`src/rtl/mem_access_ctrl.sv`:
```
// Load/store sequencer: moves one SB/LB request from the execute stage onto a
// single-port word bus (req/gnt/rvalid), steers store bytes, sign-extends load
// bytes and returns them as a one-cycle register-file writeback pulse.
// mem_op encoding: 4'h0 = MEM_OP_NONE, 4'h1 = LB, 4'h2 = SB.
module mem_access_ctrl #(
    parameter int unsigned ADDR_WIDTH     = 32,
    parameter int unsigned DATA_WIDTH     = 32,
    parameter int unsigned TIMEOUT_CYCLES = 16
) (
    input  logic                  clk_i,
    input  logic                  rst_i,
    input  logic                  req_valid_i,
    input  logic [ADDR_WIDTH-1:0] mem_addr_i,
    input  logic [DATA_WIDTH-1:0] mem_data_i,
    input  logic                  mem_we_i,
    input  logic [3:0]            mem_op_i,
    input  logic [4:0]            reg_waddr_i,
    output logic                  stall_o,
    output logic                  reg_we_o,
    output logic [4:0]            reg_waddr_o,
    output logic [DATA_WIDTH-1:0] reg_wdata_o,
    output logic                  err_o,
    output logic                  bus_req_o,
    output logic                  bus_we_o,
    output logic [ADDR_WIDTH-1:0] bus_addr_o,
    output logic [DATA_WIDTH-1:0] bus_wdata_o,
    output logic [3:0]            bus_be_o,
    input  logic                  bus_gnt_i,
    input  logic                  bus_rvalid_i,
    input  logic [DATA_WIDTH-1:0] bus_rdata_i
);

    localparam logic [3:0] MEM_OP_NONE = 4'h0;
    localparam logic [3:0] MEM_OP_LB   = 4'h1;
    localparam logic [3:0] MEM_OP_SB   = 4'h2;

    localparam int unsigned     CNT_W   = $clog2(TIMEOUT_CYCLES + 1);
    localparam logic [CNT_W-1:0] CNT_MAX = CNT_W'(TIMEOUT_CYCLES - 1);

    typedef enum logic [1:0] {StIdle, StReq, StWait, StDone} state_t;

    state_t           state_q;
    logic [CNT_W-1:0] cnt_q;
    logic [1:0]       off_q;
    logic [4:0]       rd_q;
    logic             we_q;

    logic                  accept;
    logic [7:0]            rbyte;
    logic [DATA_WIDTH-1:0] rsext;
    logic                  unused_data;

    // Only SB-as-store and LB-as-load are legal; everything else is dropped.
    assign accept = req_valid_i && (mem_op_i != MEM_OP_NONE) &&
                    ((mem_op_i == MEM_OP_SB && mem_we_i) ||
                     (mem_op_i == MEM_OP_LB && !mem_we_i));

    // Upper store data bits are never used; only the low byte is replicated.
    assign unused_data = ^mem_data_i[DATA_WIDTH-1:8];

    // Byte select and sign extension for the load result.
    always_comb begin
        rbyte = bus_rdata_i[{off_q, 3'b000} +: 8];
        rsext = {{(DATA_WIDTH-8){rbyte[7]}}, rbyte};
    end

    // Stall is combinational in IDLE so the accepting cycle already holds exe;
    // gated by reset so every output is low while reset is asserted.
    assign stall_o = rst_i && ((state_q == StIdle) ? accept :
                               (state_q == StReq || state_q == StWait));

    // Access sequencer with registered bus and writeback outputs.
    always_ff @(posedge clk_i or negedge rst_i) begin
        if (!rst_i) begin
            state_q     <= StIdle;
            cnt_q       <= '0;
            off_q       <= '0;
            rd_q        <= '0;
            we_q        <= 1'b0;
            bus_req_o   <= 1'b0;
            bus_we_o    <= 1'b0;
            bus_addr_o  <= '0;
            bus_wdata_o <= '0;
            bus_be_o    <= '0;
            reg_we_o    <= 1'b0;
            reg_waddr_o <= '0;
            reg_wdata_o <= '0;
            err_o       <= 1'b0;
        end else begin
            case (state_q)
                StIdle: begin
                    if (accept) begin
                        off_q       <= mem_addr_i[1:0];
                        rd_q        <= reg_waddr_i;
                        we_q        <= mem_we_i;
                        cnt_q       <= '0;
                        bus_req_o   <= 1'b1;
                        bus_we_o    <= mem_we_i;
                        bus_addr_o  <= {mem_addr_i[ADDR_WIDTH-1:2], 2'b00};
                        bus_be_o    <= 4'b0001 << mem_addr_i[1:0];
                        bus_wdata_o <= mem_we_i ? {(DATA_WIDTH/8){mem_data_i[7:0]}} : '0;
                        state_q     <= StReq;
                    end
                end
                StReq: begin
                    if (bus_gnt_i || cnt_q == CNT_MAX) begin
                        bus_req_o   <= 1'b0;
                        bus_we_o    <= 1'b0;
                        bus_addr_o  <= '0;
                        bus_be_o    <= '0;
                        bus_wdata_o <= '0;
                    end
                    if (bus_gnt_i) begin
                        cnt_q   <= '0;
                        state_q <= we_q ? StDone : StWait;
                    end else if (cnt_q == CNT_MAX) begin
                        err_o   <= 1'b1;
                        state_q <= StDone;
                    end else begin
                        cnt_q <= cnt_q + 1'b1;
                    end
                end
                StWait: begin
                    if (bus_rvalid_i) begin
                        reg_we_o    <= 1'b1;
                        reg_waddr_o <= rd_q;
                        reg_wdata_o <= rsext;
                        state_q     <= StDone;
                    end else if (cnt_q == CNT_MAX) begin
                        err_o   <= 1'b1;
                        state_q <= StDone;
                    end else begin
                        cnt_q <= cnt_q + 1'b1;
                    end
                end
                StDone: begin
                    // req_valid_i still shows the finished request here; ignore it.
                    reg_we_o    <= 1'b0;
                    reg_waddr_o <= '0;
                    reg_wdata_o <= '0;
                    err_o       <= 1'b0;
                    state_q     <= StIdle;
                end
                default: state_q <= StIdle;
            endcase
        end
    end

endmodule

```
`config.mk`:
```
export PLATFORM = sky130hd
export DESIGN_NAME = mem_access_ctrl
export DESIGN_NICKNAME = d
export VERILOG_FILES = /design/src/rtl/mem_access_ctrl.sv
export SDC_FILE = /design/constraint.sdc
export NUM_CORES = 1
export LEC_CHECK = 0
export CAP_MARGIN = 20
export CORE_MARGIN = 2
export CORE_UTILIZATION = 40
export CTS_CLUSTER_DIAMETER = 120
export DETAILED_ROUTE_END_ITERATION = 8
export PLACE_DENSITY = 0.82
export SLEW_MARGIN = 20
export SYNTH_ARGS = -nofsm -noshare
export SYNTH_HDL_FRONTEND = slang
export SYNTH_SLANG_ARGS = --single-unit
```
`constraint.sdc`:
```
create_clock -name clk_i -period 2.7 [get_ports clk_i]
set_clock_uncertainty 0.05 [all_clocks]
set_input_delay 0.54 -clock clk_i [delete_from_list [all_inputs] [get_ports clk_i]]
set_output_delay 0.54 -clock clk_i [all_outputs]
set_load 0.05 [all_outputs]
```
==> results <==
==> flip-flops by register name, indices dropped and copies added, names as in the netlist <==
name / cells
off_q: 2
reg_waddr_o: 5
bus_we_o: 1
rd_q: 5
cnt_q: 5
state_q: 2
bus_addr_o: 30
reg_wdata_o: 8
err_o: 1
reg_we_o: 1
we_q: 1
bus_wdata_o: 8
bus_be_o: 4
bus_req_o: 1
==> placed cells by master, fill, tap and decap left out, types with 2 or more instances in the layout <==
master,count
o31ai_1,2
mux4_2,8
mux2_1,7
ha_1,6
clkdlybuf4s50_1,192
nor2_1,3
dfrtp_1,73
clkbuf_8,10
a211oi_1,3
nand2_1,26
nor2b_1,46
clkinvlp_4,3
buf_12,2
a21oi_1,19
mux2_2,37
nand3_1,3
mux2i_1,9
conb_1,2
and3b_1,2
buf_4,12
o21ai_0,18
nor3b_1,2
a2bb2oi_1,3
inv_1,19
==> layout make-up <==
type	count	area [µm²]	share of cell area, %
clock buffer	10	138	2.27
clock inverter	6	66.3	1.09
inverter	19	71.3	1.18
multi-input combinational	215	1720	28.3
sequential	74	1850	30.5
tap	136	170	2.80
timing repair buffer	206	2050	33.8
==> worst max-delay path by stage <==
stage / cells past startpoint / end / slack (ns) / start
global placement: 6 / stall_o / 0.11 / mem_op_i[0]
finish: 6 / stall_o / 0.13 / mem_we_i
floorplan: 7 / stall_o / 0.15 / state_q[1]
CTS: 1 / reg_wdata_o[16] / 0.009 / reg_wdata_o[30]
detailed placement: 8 / bus_wdata_o[24] / 0.07 / mem_op_i[0]
global route: 6 / stall_o / 0.07 / mem_we_i
==> per-stage QoR <==
stage	total power, mW	std cells	setup WS, ns	utilization, %	hold WS (ns)
final	8.13	666	0.130	59.9	0.359
after floorplan	5.97	378	0.151	-	0.194
after CTS	8.23	666	0.00937	59.8	0.423
after global placement	7.22	650	0.107	57.8	0.419
after global routing	8.54	666	0.0677	59.9	0.446
after detailed placement	7.33	650	0.0713	57.8	0.424
==> routing by layer <==
layer  vias up  global-route usage, %
met4         0                   5.71
met2       140                   29.9
met5         -                      0
li1       1524                      -
met3        10                   5.81
met1      1528                   20.3
==> kinds of logic after synthesis <==
| logic type | after synthesis | share of synthesized area, % |
|---|---|---|
| compound gates | 57 | 8.99 |
| fa+ha+maj | 6 | 1.82 |
| buf+inv | 89 | 13.6 |
| flops | 74 | 45.0 |
| mux | 61 | 18.6 |
| other cells | 1 | 0.0911 |
| simple gates | 89 | 11.9 |
==> power by group <==
part | switching [mW] | total (mW) | internal [mW]
logic | 3.34 | 5.36 | 2.02
clock network | 0.419 | 0.870 | 0.452
registers | 0.354 | 1.90 | 1.55
==> repair_timing <==
item,CTS,global route
resized for setup,0,2
endpoints found under the setup margin,0,26
buffers inserted,0,0
==> results_tabular.tex <==
\begin{tabular}{lr}
\hline
Metric & Value \\
\hline
\multicolumn{2}{l}{\textbf{Worst setup path}} \\
\quad Arrival time of the worst setup path & 1.98 ns \\
\quad Cell chain of the critical path & clkdlybuf4s50\_1 > and3b\_1 > o211ai\_2 > or2\_1 > a21boi\_2 > buf\_12 \\
\quad Kind of cell adding the most delay to the critical path & buffers and inverters \\
\quad Worst Setup End Kind & primary output \\
\quad Number of buffer and inverter instances along the worst setup path & 2 \\
\quad Logic depth of the worst register-to-register path & 9 \\
\quad Delay of the slowest critical-path stage & 0.51 ns \\
\quad Kind of critical path & input pin to primary output \\
\quad Reg-to-Reg Start & state\_q[1] \\
\quad Maximum fanout encountered on the critical timing path & 3 \\
\quad Critical Path RT & 2.11 ns \\
\quad Internal reg-to-reg setup slack & 0.50 ns \\
\quad Type of element launching the critical path & input pin \\
\quad Endpoint of the worst register-to-register path & bus\_wdata\_o[26] \\
\quad Library cell contributing the largest single delay on the critical path & clkdlybuf4s50\_1 \\
\multicolumn{2}{l}{\textbf{Detailed routing}} \\
\quad Post-detailed-routing wire length & 9840 µm \\
\quad Antenna-violating nets left & 0 \\
\quad Number of design rule violations left after detail routing & 0 \\
\quad Via count & 3202 \\
\quad Mean routed wirelength per cell & 14.8 µm \\
\quad Met2 WL post-DR & 4890 µm \\
\quad Routed via count divided by cell count & 4.81 \\
\quad DR WL met3 & 945 µm \\
\quad Iteration-0 DRC count of the detailed router & 96 \\
\quad Highest routed metal layer & met4 \\
\quad DR pass1 iterations & 4 \\
\quad Sum of routed wire segments on met1 & 3880 µm \\
\multicolumn{2}{l}{\textbf{Clock network}} \\
\quad Number of clock sinks seen by CTS & 74 \\
\quad TritonCTS clock tree & built \\
\quad Latest clock arrival within the worst-skew pair & 0.33 ns \\
\quad Clock Pin Slew Worst Setup and Hold Paths & 0.08 ns \\
\quad Number of CTS-inserted buffers & 9 \\
\quad H-tree lvl count & 3 \\
\quad Hold buffer count at cts & 0 \\
\quad Maximum buffer depth of the clock tree & 2 \\
\quad Root Driver & clkbuf\_8 \\
\multicolumn{2}{l}{\textbf{Place}} \\
\quad Number of input and output port buffers inserted & 194 \\
\quad Gpl congestion & 0.795 \\
\quad Detailed placer's ending HPWL & 7440 µm \\
\quad Cell area after placement & 0.00586 mm² \\
\multicolumn{2}{l}{\textbf{STA}} \\
\quad Post-route minimum period & 2.57 ns \\
\quad Share of the cycle needed by the critical path after routing & 95.2\% \\
\quad Count of final hold-check violations & 0 \\
\quad Final Setup Violations & 0 \\
\quad RSZ-0062 raised after global routing & no \\
\quad Transition time at the pin with the least slew margin & 0.934 ns \\
\quad Final-layout setup total negative slack & 0 ns \\
\quad Final number of max-transition violations & 0 \\
\quad Max Freq & 0.389 GHz \\
\quad Worst slew margin relative to its limit & 37.8\% \\
\multicolumn{2}{l}{\textbf{Yosys}} \\
\quad Number of different library cells in the post-synthesis netlist & 41 \\
\quad Leading cell types by total area after synthesis & dfrtp\_1 45\%, mux2\_2 10\%, buf\_4 9.3\%, nor2b\_1 7.0\%, mux4\_2 4.4\% \\
\quad Synth Instances & 377 \\
\quad Cell with the most instances after synthesis & dfrtp\_1 \\
\quad Synth Register Bits & 74 \\
\quad Post-synthesis average cell area & 10.9 µm² \\
\quad Most frequently used flop master after synthesis & dfrtp\_1 \\
\quad Cell taking the most area after synthesis & dfrtp\_1 \\
\quad Post-synth design cell area & 0.00412 mm² \\
\quad Commonest cells in the netlist & 74 x dfrtp\_1, 51 x buf\_4, 46 x nor2b\_1 \\
\quad Number of synthesized flops with an enable pin & 0 \\
\quad Synthesis Warnings & 0 \\
\quad Post-synth ARST share & 100\% \\
\quad Part of the Yosys area used for sequential elements & 45.0\% \\
\quad Fraction of synthesized cell area taken by the top area cell type & 45.0\% \\
\multicolumn{2}{l}{\textbf{Final layout}} \\
\quad Final instance area & 0.00607 mm² \\
\quad Filler cells & 815 \\
\quad Layout-stage area growth over the synthesis result & 47.4\% \\
\quad Net total in the final layout & 642 \\
\quad Antenna Diode Count & 0 \\
\quad Share of cells above drive strength 1 & 15.3\% \\
\multicolumn{2}{l}{\textbf{Global route}} \\
\quad Via count of the first global-routing pass & 3232 \\
\quad Wire length of the first global-routing pass & 15700 µm \\
\quad Antenna violations before repair & 0 \\
\quad Total congestion overflow after global routing & 0 \\
\quad Overall Global Routing Usage & 17.4\% \\
\quad Pin count of the biggest net entering global routing & 75 \\
\multicolumn{2}{l}{\textbf{Die}} \\
\quad Die Span X & 105 µm \\
\quad Die Y-Extent & 105 µm \\
\quad Die outline area & 0.0111 mm² \\
\quad Initial core utilization & 40.6\% \\
\quad Site row count & 37 \\
\quad Core region area & 0.0101 mm² \\
\quad IO Count & 221 \\
\multicolumn{2}{l}{\textbf{Status}} \\
\quad Outcome & complete, no violations \\
\multicolumn{2}{l}{\textbf{Pwr}} \\
\quad P\_leak & 2.54 nW \\
\quad Peak supply drop & 0.852 mV \\
\quad Total power density per cell area & 1340 mW/mm² \\
\multicolumn{2}{l}{\textbf{Hold path}} \\
\quad Hold crit path type & input pin to asynchronous set/reset pin \\
\multicolumn{2}{l}{\textbf{Flow run}} \\
\quad Maxcap violations & 0 \\
\hline
\end{tabular}
Note: power is estimated with default switching activity, not from simulation.
